## src/rtl/hdmi_send.sv

```systemverilog
// hdmi_send: Avalon-ST to parallel HDMI video transmitter.
//
// Generates the raster timing (HS/VS/DE) for a programmable video mode in the
// pixel clock domain. It pulls one 32-bit beat per active pixel from an ST
// sink. The stream is aligned so that the startofpacket beat lands on pixel
// (0,0) of a frame.
//
// Ports
//   hdmi_clk, hdmi_rst       pixel clock, asynchronous active-high reset
//   st_data[31:0]            pixel beat, [23:0] = RGB, [31:24] ignored
//   st_valid, st_ready       ST handshake (st_ready is combinational)
//   st_startofpacket/endof.. frame delimiters
//   hdmi_data[23:0]          registered pixel data to the PHY (0 when blanked)
//   hdmi_hs, hdmi_vs, hdmi_de registered sync / data-enable
//   underflow                1-cycle pulse: active pixel with no valid beat
//   frame_err                1-cycle pulse: SOP/EOP misaligned with raster
//   pattern_sel              (only with HDMI_SEND_PATTERN_EN) colour-bar mode
//
// Build option: define HDMI_SEND_PATTERN_EN to add the pattern_sel port and
// the built-in 8-bar colour test pattern.
module hdmi_send #(
  parameter int H_ACTIVE = 1280,
  parameter int H_FP     = 110,
  parameter int H_SYNC   = 40,
  parameter int H_BP     = 220,
  parameter int V_ACTIVE = 720,
  parameter int V_FP     = 5,
  parameter int V_SYNC   = 5,
  parameter int V_BP     = 20,
  parameter int HS_POL   = 1,
  parameter int VS_POL   = 1
) (
  input  logic        hdmi_clk,
  input  logic        hdmi_rst,
`ifdef HDMI_SEND_PATTERN_EN
  input  logic        pattern_sel,
`endif
  input  logic [31:0] st_data,
  input  logic        st_valid,
  input  logic        st_startofpacket,
  input  logic        st_endofpacket,
  output logic        st_ready,
  output logic [23:0] hdmi_data,
  output logic        hdmi_hs,
  output logic        hdmi_vs,
  output logic        hdmi_de,
  output logic        underflow,
  output logic        frame_err
);

  localparam int H_TOT = H_ACTIVE + H_FP + H_SYNC + H_BP;
  localparam int V_TOT = V_ACTIVE + V_FP + V_SYNC + V_BP;
  localparam int HW    = (H_TOT > 1) ? $clog2(H_TOT) : 1;
  localparam int VW    = (V_TOT > 1) ? $clog2(V_TOT) : 1;

  // Thresholds carry one extra bit so a sync end equal to the total never wraps.
  localparam logic [HW:0]   H_ACT_C  = (HW+1)'(H_ACTIVE);
  localparam logic [HW:0]   H_LAST_C = (HW+1)'(H_ACTIVE - 1);
  localparam logic [HW:0]   H_SB_C   = (HW+1)'(H_ACTIVE + H_FP);
  localparam logic [HW:0]   H_SE_C   = (HW+1)'(H_ACTIVE + H_FP + H_SYNC);
  localparam logic [HW-1:0] H_MAX_C  = HW'(H_TOT - 1);
  localparam logic [VW:0]   V_ACT_C  = (VW+1)'(V_ACTIVE);
  localparam logic [VW:0]   V_LAST_C = (VW+1)'(V_ACTIVE - 1);
  localparam logic [VW:0]   V_SB_C   = (VW+1)'(V_ACTIVE + V_FP);
  localparam logic [VW:0]   V_SE_C   = (VW+1)'(V_ACTIVE + V_FP + V_SYNC);
  localparam logic [VW-1:0] V_MAX_C  = VW'(V_TOT - 1);

  localparam logic HS_LVL = (HS_POL != 0) ? 1'b1 : 1'b0;
  localparam logic VS_LVL = (VS_POL != 0) ? 1'b1 : 1'b0;

  typedef enum logic [1:0] {
    SEEK  = 2'd0,
    ARMED = 2'd1,
    RUN   = 2'd2
  } state_t;

  state_t          state_r;
  logic [HW-1:0]   h_cnt_r;
  logic [VW-1:0]   v_cnt_r;
  logic [HW:0]     h_ext_s;
  logic [VW:0]     v_ext_s;
  logic            act_s;
  logic            origin_s;
  logic            last_s;
  logic            hs_on_s;
  logic            vs_on_s;

  // Decision for the current pixel slot assuming the stream is locked to it
  state_t          run_next_s;
  logic            run_ready_s;
  logic [23:0]     run_data_s;
  logic            run_uf_s;
  logic            run_fe_s;

  // Stream-driven FSM result
  state_t          core_next_s;
  logic            core_ready_s;
  logic [23:0]     core_data_s;
  logic            core_uf_s;
  logic            core_fe_s;

  // Final selection (stream or test pattern)
  state_t          sel_next_s;
  logic            sel_ready_s;
  logic [23:0]     sel_data_s;
  logic            sel_uf_s;
  logic            sel_fe_s;

  logic            unused_s;

  assign unused_s = ^st_data[31:24];

  assign h_ext_s  = {1'b0, h_cnt_r};
  assign v_ext_s  = {1'b0, v_cnt_r};
  assign act_s    = (h_ext_s < H_ACT_C) && (v_ext_s < V_ACT_C);
  assign origin_s = (h_cnt_r == '0) && (v_cnt_r == '0);
  assign last_s   = (h_ext_s == H_LAST_C) && (v_ext_s == V_LAST_C);
  assign hs_on_s  = (h_ext_s >= H_SB_C) && (h_ext_s < H_SE_C);
  assign vs_on_s  = (v_ext_s >= V_SB_C) && (v_ext_s < V_SE_C);

  // Raster position counters; v advances when h wraps
  always_ff @(posedge hdmi_clk or posedge hdmi_rst) begin
    if (hdmi_rst) begin
      h_cnt_r <= '0;
      v_cnt_r <= '0;
    end else if (h_cnt_r == H_MAX_C) begin
      h_cnt_r <= '0;
      if (v_cnt_r == V_MAX_C) begin
        v_cnt_r <= '0;
      end else begin
        v_cnt_r <= v_cnt_r + VW'(1'b1);
      end
    end else begin
      h_cnt_r <= h_cnt_r + HW'(1'b1);
    end
  end

  // Per-pixel handling while the stream is locked to the raster
  always_comb begin
    run_next_s  = RUN;
    run_data_s  = 24'h000000;
    run_uf_s    = 1'b0;
    run_fe_s    = 1'b0;
    // A SOP away from (0,0) is refused so it can be replayed at the next origin.
    run_ready_s = act_s && !(st_startofpacket && !origin_s);
    if (!act_s) begin
      run_next_s = RUN;
    end else if (!st_valid) begin
      // Slot is lost; the raster never stalls.
      run_uf_s = 1'b1;
    end else if (st_startofpacket && !origin_s) begin
      run_fe_s   = 1'b1;
      run_next_s = ARMED;
    end else begin
      run_data_s = st_data[23:0];
      // Missing SOP at origin, missing EOP at the last pixel, or early EOP.
      if ((origin_s && !st_startofpacket) || (last_s != st_endofpacket)) begin
        run_fe_s   = 1'b1;
        run_next_s = SEEK;
      end else begin
        run_next_s = RUN;
      end
    end
  end

  // Next-state and slot outputs of the stream alignment FSM
  always_comb begin
    core_next_s  = state_r;
    core_ready_s = 1'b0;
    core_data_s  = 24'h000000;
    core_uf_s    = 1'b0;
    core_fe_s    = 1'b0;
    case (state_r)
      SEEK: begin
        // Drain anything that is not a frame start; hold the SOP beat.
        core_ready_s = ~st_startofpacket;
        if (st_valid && st_startofpacket) begin
          core_next_s = ARMED;
        end else begin
          core_next_s = SEEK;
        end
      end
      ARMED: begin
        // The origin pixel itself is already served as a locked slot.
        if (origin_s) begin
          core_next_s  = run_next_s;
          core_ready_s = run_ready_s;
          core_data_s  = run_data_s;
          core_uf_s    = run_uf_s;
          core_fe_s    = run_fe_s;
        end else begin
          core_next_s = ARMED;
        end
      end
      RUN: begin
        core_next_s  = run_next_s;
        core_ready_s = run_ready_s;
        core_data_s  = run_data_s;
        core_uf_s    = run_uf_s;
        core_fe_s    = run_fe_s;
      end
      default: begin
        core_next_s = SEEK;
      end
    endcase
  end

`ifdef HDMI_SEND_PATTERN_EN
  localparam int BW = HW + 3;

  logic [BW-1:0] bar_num_s;
  logic [2:0]    bar_idx_s;

  function automatic logic [23:0] bar_colour(input logic [2:0] idx);
    case (idx)
      3'd0:    bar_colour = 24'hFFFFFF;
      3'd1:    bar_colour = 24'hFFFF00;
      3'd2:    bar_colour = 24'h00FFFF;
      3'd3:    bar_colour = 24'h00FF00;
      3'd4:    bar_colour = 24'hFF00FF;
      3'd5:    bar_colour = 24'hFF0000;
      3'd6:    bar_colour = 24'h0000FF;
      default: bar_colour = 24'h000000;
    endcase
  endfunction

  // Bar index = h_cnt*8/H_ACTIVE, saturated for blanking columns
  assign bar_num_s = {h_cnt_r, 3'b000} / BW'(H_ACTIVE);
  assign bar_idx_s = (bar_num_s > BW'(7)) ? 3'd7 : bar_num_s[2:0];

  // Choose between the test pattern and the stream path
  always_comb begin
    sel_next_s  = core_next_s;
    sel_ready_s = core_ready_s;
    sel_data_s  = core_data_s;
    sel_uf_s    = core_uf_s;
    sel_fe_s    = core_fe_s;
    if (pattern_sel) begin
      sel_next_s  = SEEK;
      sel_ready_s = 1'b0;
      sel_data_s  = act_s ? bar_colour(bar_idx_s) : 24'h000000;
      sel_uf_s    = 1'b0;
      sel_fe_s    = 1'b0;
    end else begin
      sel_next_s  = core_next_s;
      sel_ready_s = core_ready_s;
      sel_data_s  = core_data_s;
      sel_uf_s    = core_uf_s;
      sel_fe_s    = core_fe_s;
    end
  end
`else
  assign sel_next_s  = core_next_s;
  assign sel_ready_s = core_ready_s;
  assign sel_data_s  = core_data_s;
  assign sel_uf_s    = core_uf_s;
  assign sel_fe_s    = core_fe_s;
`endif

  // Ready drops immediately on reset, without waiting for a clock edge
  assign st_ready = ~hdmi_rst & sel_ready_s;

  // FSM state register
  always_ff @(posedge hdmi_clk or posedge hdmi_rst) begin
    if (hdmi_rst) begin
      state_r <= SEEK;
    end else begin
      state_r <= sel_next_s;
    end
  end

  // Registered video outputs and status pulses (one cycle behind counters)
  always_ff @(posedge hdmi_clk or posedge hdmi_rst) begin
    if (hdmi_rst) begin
      hdmi_data <= 24'h000000;
      hdmi_de   <= 1'b0;
      hdmi_hs   <= ~HS_LVL;
      hdmi_vs   <= ~VS_LVL;
      underflow <= 1'b0;
      frame_err <= 1'b0;
    end else begin
      hdmi_data <= sel_data_s;
      hdmi_de   <= act_s;
      hdmi_hs   <= hs_on_s ? HS_LVL : ~HS_LVL;
      hdmi_vs   <= vs_on_s ? VS_LVL : ~VS_LVL;
      underflow <= sel_uf_s;
      frame_err <= sel_fe_s;
    end
  end

endmodule

```

## config.mk

```make
export PLATFORM = sky130hd
export DESIGN_NAME = hdmi_send
export DESIGN_NICKNAME = d
export VERILOG_FILES = /design/src/rtl/hdmi_send.sv
export SDC_FILE = /design/constraint.sdc
export NUM_CORES = 1
export LEC_CHECK = 0
export CAP_MARGIN = 30
export CORE_MARGIN = 8
export CORE_UTILIZATION = 50
export CTS_BUF_LIST = sky130_fd_sc_hd__clkbuf_4 sky130_fd_sc_hd__clkbuf_8
export CTS_CLUSTER_DIAMETER = 60
export DETAILED_ROUTE_END_ITERATION = 12
export PLACE_DENSITY = 0.81
export SETUP_SLACK_MARGIN = 0.15
export SLEW_MARGIN = 20
export SYNTH_ARGS = -nofsm -noshare
export SYNTH_HDL_FRONTEND = slang
export SYNTH_SLANG_ARGS = --single-unit
```

## constraint.sdc

```tcl
create_clock -name hdmi_clk -period 2.78 [get_ports hdmi_clk]
set_input_delay 0.556 -clock hdmi_clk [delete_from_list [all_inputs] [get_ports hdmi_clk]]
set_output_delay 0.556 -clock hdmi_clk [all_outputs]
set_load 0.02 [all_outputs]
```

* Word level (Yosys, flattened, before mapping) *
Index checks and enable logic that the tools add are counted.

operators by class
  add/sub/neg operators = 2
  multipliers = 0
  div/mod/pow operators = 0
  order comparisons = 6
  eq/ne operators = 7
  shifts and indexed selects = 0
  multiplexer cells = 28
  bitwise gates (word level) = 3
  reduce and logical (&&, ||, !) cells = 16

operators by type and width
  operator                                             count
  2-to-1 mux 24 bit                                    4
  case mux 24 bit (2 select lines)                     1
  equality test 11 bit, second input constant          2
  < comparator 11 bit, second input constant           2
  equality test 10 bit, second input constant          2
  < comparator 10 bit, second input constant           2
  2-to-1 mux 1 bit                                     12
  adder 11 x 1 -> 11 bit, second input constant        1
  >= comparator 11 bit, second input constant          1
  logical NOT 11 bit                                   1
  2-to-1 mux 11 bit                                    1
  adder 10 x 1 -> 10 bit, second input constant        1
  >= comparator 10 bit, second input constant          1
  logical NOT 10 bit                                   1
  2-to-1 mux 10 bit                                    1
  2-to-1 mux 2 bit                                     5
  logical AND 1 bit                                    9
  case mux 2 bit (3 select lines)                      1
  case mux 1 bit (2 select lines)                      2
  logical NOT 1 bit                                    3
  case mux 1 bit (3 select lines)                      1
  equality test 2 x 1 -> 1 bit, second input constant  1
  equality test 2 bit, second input constant           1
  logical NOT 2 bit                                    1
  other kinds (4)                                      5

storage, ports and cells
  bits in registers = 52
  latch bits = 0
  memory bits (writable) = 0
  memory bits (read-only) = 0
  memories = 0

* Depth between registers and ports, before layout *
Gate-level depths: netlist of run 1.

  depth after elaboration = 10
  depth in mapped cells = 8
  mapped depth without buffers = 7

* Least setup slack after synthesis of run 1 *
No wires, ideal clock.

  kind = register to output
  start = register h_cnt_r[5]
  end = output port st_ready
  arrival time = 1.958 ns
  required time = 2.224 ns
  setup slack = 0.266 ns
  cell stages (with the launch flop) = 6
  buffers on the path = 0
  cell sequence = dfrtp_1 > or4_4 > nor4_4 > a31o_2 > a32oi_1 > nor3_1

between the ends
  word-level cells in the longest chain between the ends = 9

RTL lines
  item                                                         RTL line  source
  from (decl)                                                  78        logic [HW-1:0] h_cnt_r;
  from (signal assigned)                                       134       h_cnt_r <= h_cnt_r + HW'(1'b1);
  branches (longest 7 deep; another with < comparator 11 bit)  n/a
  case mux 1 bit (3 select lines) (*)                          173       case (state_r)
  bitwise AND 1 bit (*)                                        261       assign st_ready = ~hdmi_rst & sel_ready_s;
  to (decl)                                                    42        output logic st_ready,

Mark *: on every way between the ends.

* Worst setup path after layout of run 1 *
Same ends and word-level chain as after synthesis.

==> flow_summary.ini, run 1 <==
[final_layout]
final_common_cell = clkdlybuf4s50_1
areaGrowthSynthToFinish_pct = 37.0
fillers = 343
diodes = 0
layout-drive-gt1-share_pct = 22.5
final_cell_area_mm2 = 0.00337
multi_input_area_mm2 = 0.00108
fin_nets = 353
ff_latch_area_mm2 = 0.00130
most-common-layout-cells = clkdlybuf4s50_1, dfrtp_1, buf_4

[timing]
setup_ws_ns = 0.0981
setup_viol = 0
worst_slew_margin_rel_pct = 55.2
finClkSkew_ns = 0.00701
rsz0062_at_grt = true
final-max-slew-violation-count = 0
period_share_pct = 96.5
tightest_slew_ns = 0.673
period_needed_ns = 2.68
hold_viol_final = 0
tns_ns = 0
fmax_mhz = 373
hold_ws_ns = 0.561

[worst_setup_path]
worstPathArrival_ns = 2.13
path_cells = or4_4 -> nor4_4 -> a31o_2 -> a32oi_1 -> nor3_1 -> buf_4
worstPathRequired_ns = 2.22
cp_slowest_stage_delay_ns = 0.54
cp_max_fo = 4
crit_family = simple AND/OR/NAND/NOR gates
crit_buf_inv = 1
critPathLaunchType = register
crit_path_start = h_cnt_r[5]$_DFF_PP0_
r2r-start = h_cnt_r[5]$_DFF_PP0_
cp-end-kind = output pin
crit_type = register to output pin
cp_slowest_cell = or4_4

[clock_tree]
path_clk_slew_ns = 0.10
tritoncts = built
numCtsBuffers = 5
clk_path_buf_depth = 2
post_cts_resized = 5
hold_buffers = 0
cts-root-buf = clkbuf_8
insertion_delay_ns = 0.31
ctsHtreeMaxLevel = 2
cts_sinks = 52
postCtsSetupRepairBufs = 0

[global_route]
antenna_found_initial = 0
grt_pass1_vias = 1957
grt_max_degree = 28
grtUsageTotal_pct = 15.8
grt_pass1_wl_mm = 9.23
grt_overflow = 0

[synth]
async_flop_share_pct = 100
synth_flop_cell = dfrtp_1
synth_seq_area_share_pct = 53.0
synth_edf_count = 0
postSynthAreaPerCell_um2 = 11.1
ys_warn_count = 0
syn_area_mm2 = 0.00246
ys_ff_latch = 52
synth.distinct_cells = 43
synthCells = 222
synth_nets = 270

[place]
dpl.hpwl_mm = 4.42
place_ws_ns = -0.0352
gp_congestion = 0.843
portBuffers = 58
postPlaceCellArea_mm2 = 0.00328

[floorplanning]
placement_rows = 25
initial_core_util_pct = 52.0
boundaryPins = 67
chipWidth_um = 86.1
core_area_mm2 = 0.00472
die_y_um = 86.1
die_area_mm2 = 0.00741

[routing]
drc = 0
drt_pass1_iterations = 4
drtAntennaViolNets = 0
viasPerCell = 5.08
drt-total-wl_mm = 5.77
wl_met3_um = 224
wl_met2_mm = 3.14
drt_iter0_drc = 53
routedWlPerCell_um = 15.5
dr.max_layer_used = met4
vias = 1895
met1_length_mm = 2.24

[power]
clockPowerShare_pct = 33.9
p_int_mw = 1.01
power_frac_comb_pct = 7.9
powerDensity_mw_per_mm2 = 391
swShare_pct = 23.2
seqPwrFrac_pct = 58.2
p_leak_nw = 1.54
switchingPower_mw = 0.305
design_power_total_mw = 1.32
vdd_ir_drop_max_mv = 0.257

[flow_run]
drv_cap = 0

[status]
outcome = finished clean

[worst_hold_path]
min_path_type = register to register
hold_path.startpoint = h_cnt_r[0]$_DFF_PP0_
-- logic make-up after synthesis --
family / count (synthesis) / share of synthesized area (%)
simple gates: 102 / 26.2
flops: 52 / 53.0
compound gates: 28 / 7.74
buf+inv: 17 / 3.21
xor+xnor: 12 / 4.28
fa+ha+maj: 11 / 5.60
-- layout make-up --
type	instances	area share (%)
Timing Repair Buffer	82	22.9
Clock buffer	6	2.27
Inverter	11	1.23
Tap cell	67	2.49
Multi-Input combinational cell	153	32.0
Clock inverter	2	0.483
Sequential cell	52	38.6
-- stage by stage --
step	cells	utilization, %
6_report	373	71.3
3_3_place_gp	365	69.4
5_1_grt	373	71.3
4_1_cts	373	71.2
2_1_floorplan	222	-
3_5_place_dp	365	69.4
-- worst paths after layout --
kind / endpoint / slack (ns) / depth (start not counted)
worst min register to register: h_cnt_r[0]$_DFF_PP0_ / 0.56 / 2
worst min-delay path: h_cnt_r[0]$_DFF_PP0_ / 0.56 / 2
worst max register to register: hdmi_data[13]$_DFF_PP0_ / 0.71 / 6
min in group asynchronous: hdmi_data[23]$_DFF_PP0_ / 0.64 / 2
max in group asynchronous: h_cnt_r[8]$_DFF_PP0_ / 1.61 / 3
worst max-delay path: st_ready / 0.1 / 6
-- worst min-delay path: stages, from the launching register on --
cell	delay, ns
dfrtp_1	0.36
buf_4	0.13
nor2_1	0.04
-- power by group through the flow --
stage	logic [mW]	clock network, mW	registers [mW]
finish	0.104	0.446	0.765
floorplan	0.0468	0	0.780
global placement	0.105	0	0.780
CTS	0.105	0.455	0.765
global route	0.114	0.476	0.766
detailed placement	0.106	0	0.780
-- layer usage --
layer	GRT usage (%)	vias to the layer above
met1	16.8	915
li1	-	928
met5	0	-
met2	29.5	41
met4	7.17	0
met3	2.77	11
-- synthesized netlist by cell type (all sizes together) (3+ instances only) --
cell	instances	area [um^2]
nor2	14	52.6
nand2	15	56.3
clkbuf	4	15.0
xor2	4	35.0
o21ai	11	55.1
inv	11	41.3
nand4	5	31.3
and4b	3	31.3
nand3	8	40.0
and2	26	191
a31o	3	26.3
nor3	3	15.0
dfrtp	52	1300
xnor2	8	70.1
ha	11	138
nor4	3	33.8
nor2b	3	18.8
and3	9	57.6
and4	5	47.6
-- state kept, by name (all words and copies together), names as in the netlist --
register   count
hdmi_data     24
v_cnt_r       10
hdmi_de        1
h_cnt_r       11
state_r        2
hdmi_vs        1
hdmi_hs        1
underflow      1
frame_err      1
(Power assumes the default switching activity.)
==> run 2, diff against run 1 <==
- TNS_END_PERCENT: default -> 5
==> results of run 2 <==
Final layout, timing and power as in run 1 (identical DEF).
==> run 3, diff against run 2 <==
- ABC_AREA: default -> 1
- CORE_UTILIZATION: 50 -> 51
- PLACE_DENSITY: 0.81 -> 0.8
==> run 3 against run 2 <==
Compared with the run above:
- power increased by 2.5%
- core utilization decreased by 5.3 points
- first-iteration DRC count is 60% higher
- combinational power is 25% higher
- non-clock buffer count is 14 lower
- register-to-register slack improved by 0.26 ns
- routed wire length rose by 7.9%
- area after synthesis is 13% higher
- largest cell class unchanged
- fmax increased by 6.9%
- count of clock-buffer cells in the layout unchanged
- clock skew is 0.0051 ns higher
- worst hold slack better by 0.025 ns
==> flow_summary.ini, run 3 <==
[final_layout]
fin_nets = 444
most-common-layout-cells = nand2_1, clkdlybuf4s50_1, dfrtp_1
areaGrowthSynthToFinish_pct = 27.9
largest_reg_flops = 24
final_common_cell = nand2_1
top_regs = hdmi_data: 24 flops, h_cnt_r: 11 flops, v_cnt_r: 10 flops
top_register = hdmi_data
layout-drive-gt1-share_pct = 15.9
diodes = 0
final_cells = 469

[routing]
drtAntennaViolNets = 0
drt_pass1_iterations = 4
routedWlPerCell_um = 13.3
viasPerCell = 4.94
drt_iter0_drc = 85
drt-total-wl_mm = 6.22
drc = 0
vias = 2315

[power]
design_power_total_mw = 1.35
p_leak_nw = 1.65
seqPwrFrac_pct = 56.7
switchingPower_mw = 0.321
vdd_ir_drop_max_mv = 0.198
swShare_pct = 23.8
powerDensity_mw_per_mm2 = 380
clockPowerShare_pct = 33.6
p_int_mw = 1.03
power_frac_comb_pct = 9.7

[synth]
postSynthAreaPerCell_um2 = 8.45
synth_area_leader_cell = dfrtp_1
ys_warn_count = 0
synth.most_common_cell = nand2_1
synth_edf_count = 0
synth_flop_cell = dfrtp_1
synth_area_leaders = dfrtp_1, nand2_1, inv_1
synth_top_area_share_pct = 47.0
synth_nets = 376
synth.distinct_cells = 29
ys_ff_latch = 52
async_flop_share_pct = 100
syn_area_mm2 = 0.00277
synth_seq_area_share_pct = 47.0
synthCells = 328
synth_commonest_cells = nand2_1, dfrtp_1, inv_1, nor2_1, nand3_1

[timing]
final-max-slew-violation-count = 0
period_needed_ns = 2.51
period_share_pct = 90.2
rsz0062_at_grt = false
hold_viol_final = 0
setup_viol = 0
finClkSkew_ns = 0.0121
hold_ws_ns = 0.586
fmax_mhz = 399
tns_ns = 0
worst_slew_margin_rel_pct = 57.3
tightest_slew_ns = 0.638

[clock_tree]
ctsHtreeMaxLevel = 2
tritoncts = built
cts-root-buf = clkbuf_8
insertion_delay_ns = 0.31
path_clk_slew_ns = 0.10
cts_sinks = 52
numCtsBuffers = 5
clk_path_buf_depth = 2

[worst_setup_path]
cp-end-kind = output pin
cp_max_fo = 5
worstPathRequired_ns = 2.22
worstPathArrival_ns = 1.95
crit_type = register to output pin
critPathLaunchType = register

[global_route]
antenna_found_initial = 0
grt_pass1_wl_mm = 10.7
grt_pass1_vias = 2244
grt_overflow = 0
grtUsageTotal_pct = 16.0
grt_max_degree = 53

[place]
gp_congestion = 0.852
dp_cells = 458
dpl.hpwl_mm = 4.67
portBuffers = 58

[status]
outcome = finished clean

[floorplanning]
placement_rows = 27
initial_core_util_pct = 51.6
chipWidth_um = 89.7
die_y_um = 89.7
core_area_mm2 = 0.00537
die_area_mm2 = 0.00805
boundaryPins = 67

[flow_run]
drv_cap = 0

[worst_hold_path]
min_path_type = register to register
## run 3: cell count changes after synthesis, sizes merged, moves of 8 or more
cell and change:
nand2 +62, inv +34, xnor2 -8, a21oi +11, nor2 +45, and2 -26
and3 -9, nor3 +9, nand3 +11
## run 3: final cells by class
cell class | count | area (um^2)
fillers | 430 | 1830
flip-flops and latches | 52 | 1300
multi-input cells | 224 | 1230
repair buffers | 68 | 653
inverters | 45 | 173
well taps | 72 | 90.1
clock buffers | 6 | 82.6
clock inverters | 2 | 13.8
## run 3: worst max-delay path: stages, from the launching register on
cell     delay [ns]
dfrtp_1        0.42
inv_1          0.09
ha_1           0.15
nand3_1        0.13
nor2_4         0.14
nand3_4        0.12
a21oi_4        0.16
nand2_1        0.12
a21oi_2        0.15
buf_4          0.15
## run 3: per-layer routing
metal | part of all wire (%) | GRT usage, %
met1 | 41 | 18.4
met2 | 51 | 27.6
met3 | 5.2 | 3.49
met4 | 2.3 | 7.76
met5 | 0 | 0
## run 3: stage by stage
step | worst slack, ns | utilization, % | area (um^2)
floorplan | 0.577 | - | 2780
global placement | 0.101 | 63.8 | 3430
detailed placement | 0.0937 | 63.8 | 3430
CTS | 0.214 | 65.5 | 3520
global route | 0.141 | 66.0 | 3550
finish | 0.272 | 66.0 | 3550
## run 3: worst paths after layout
check | startpoint | end | slack [ns] | cells past startpoint
worst max-delay path | h_cnt_r[0]$_DFF_PP0_ | st_ready | 0.27 | 9
worst min-delay path | h_cnt_r[0]$_DFF_PP0_ | h_cnt_r[0]$_DFF_PP0_ | 0.59 | 2
worst max register to register | h_cnt_r[0]$_DFF_PP0_ | hdmi_data[21]$_DFF_PP0_ | 0.97 | 9
worst min register to register | h_cnt_r[0]$_DFF_PP0_ | h_cnt_r[0]$_DFF_PP0_ | 0.59 | 2
max in group asynchronous | hdmi_rst | hdmi_data[14]$_DFF_PP0_ | 1.55 | 3
min in group asynchronous | hdmi_rst | hdmi_data[9]$_DFF_PP0_ | 0.80 | 3
## run 3: cell families after synthesis
logic type | count (synthesis) | share of synthesized area [%]
compound gates | 34 | 7.36
xor+xnor | 3 | 0.948
fa+ha+maj | 11 | 4.97
buf+inv | 52 | 8.71
flops | 52 | 47.0
simple gates | 176 | 31.1
## run 3: power groups by stage
stage               Sequential [mW]  Clock (mW)  Combinational [mW]
global placement              0.779           0               0.128
detailed placement            0.780           0               0.131
floorplan                     0.779           0              0.0703
finish                        0.765       0.453               0.130
CTS                           0.765       0.469               0.131
global route                  0.765       0.498               0.147
## run 3: repair_timing
| item | 4_1_cts | 5_1_grt |
|---|---|---|
| buffers inserted | 0 | 3 |
| setup endpoints to repair | 1 | 1 |
| resized for setup | 4 | 2 |
| endpoints found under the hold margin | 0 | 0 |
| pin swaps | 0 | 1 |
| hold buffers | 0 | 0 |
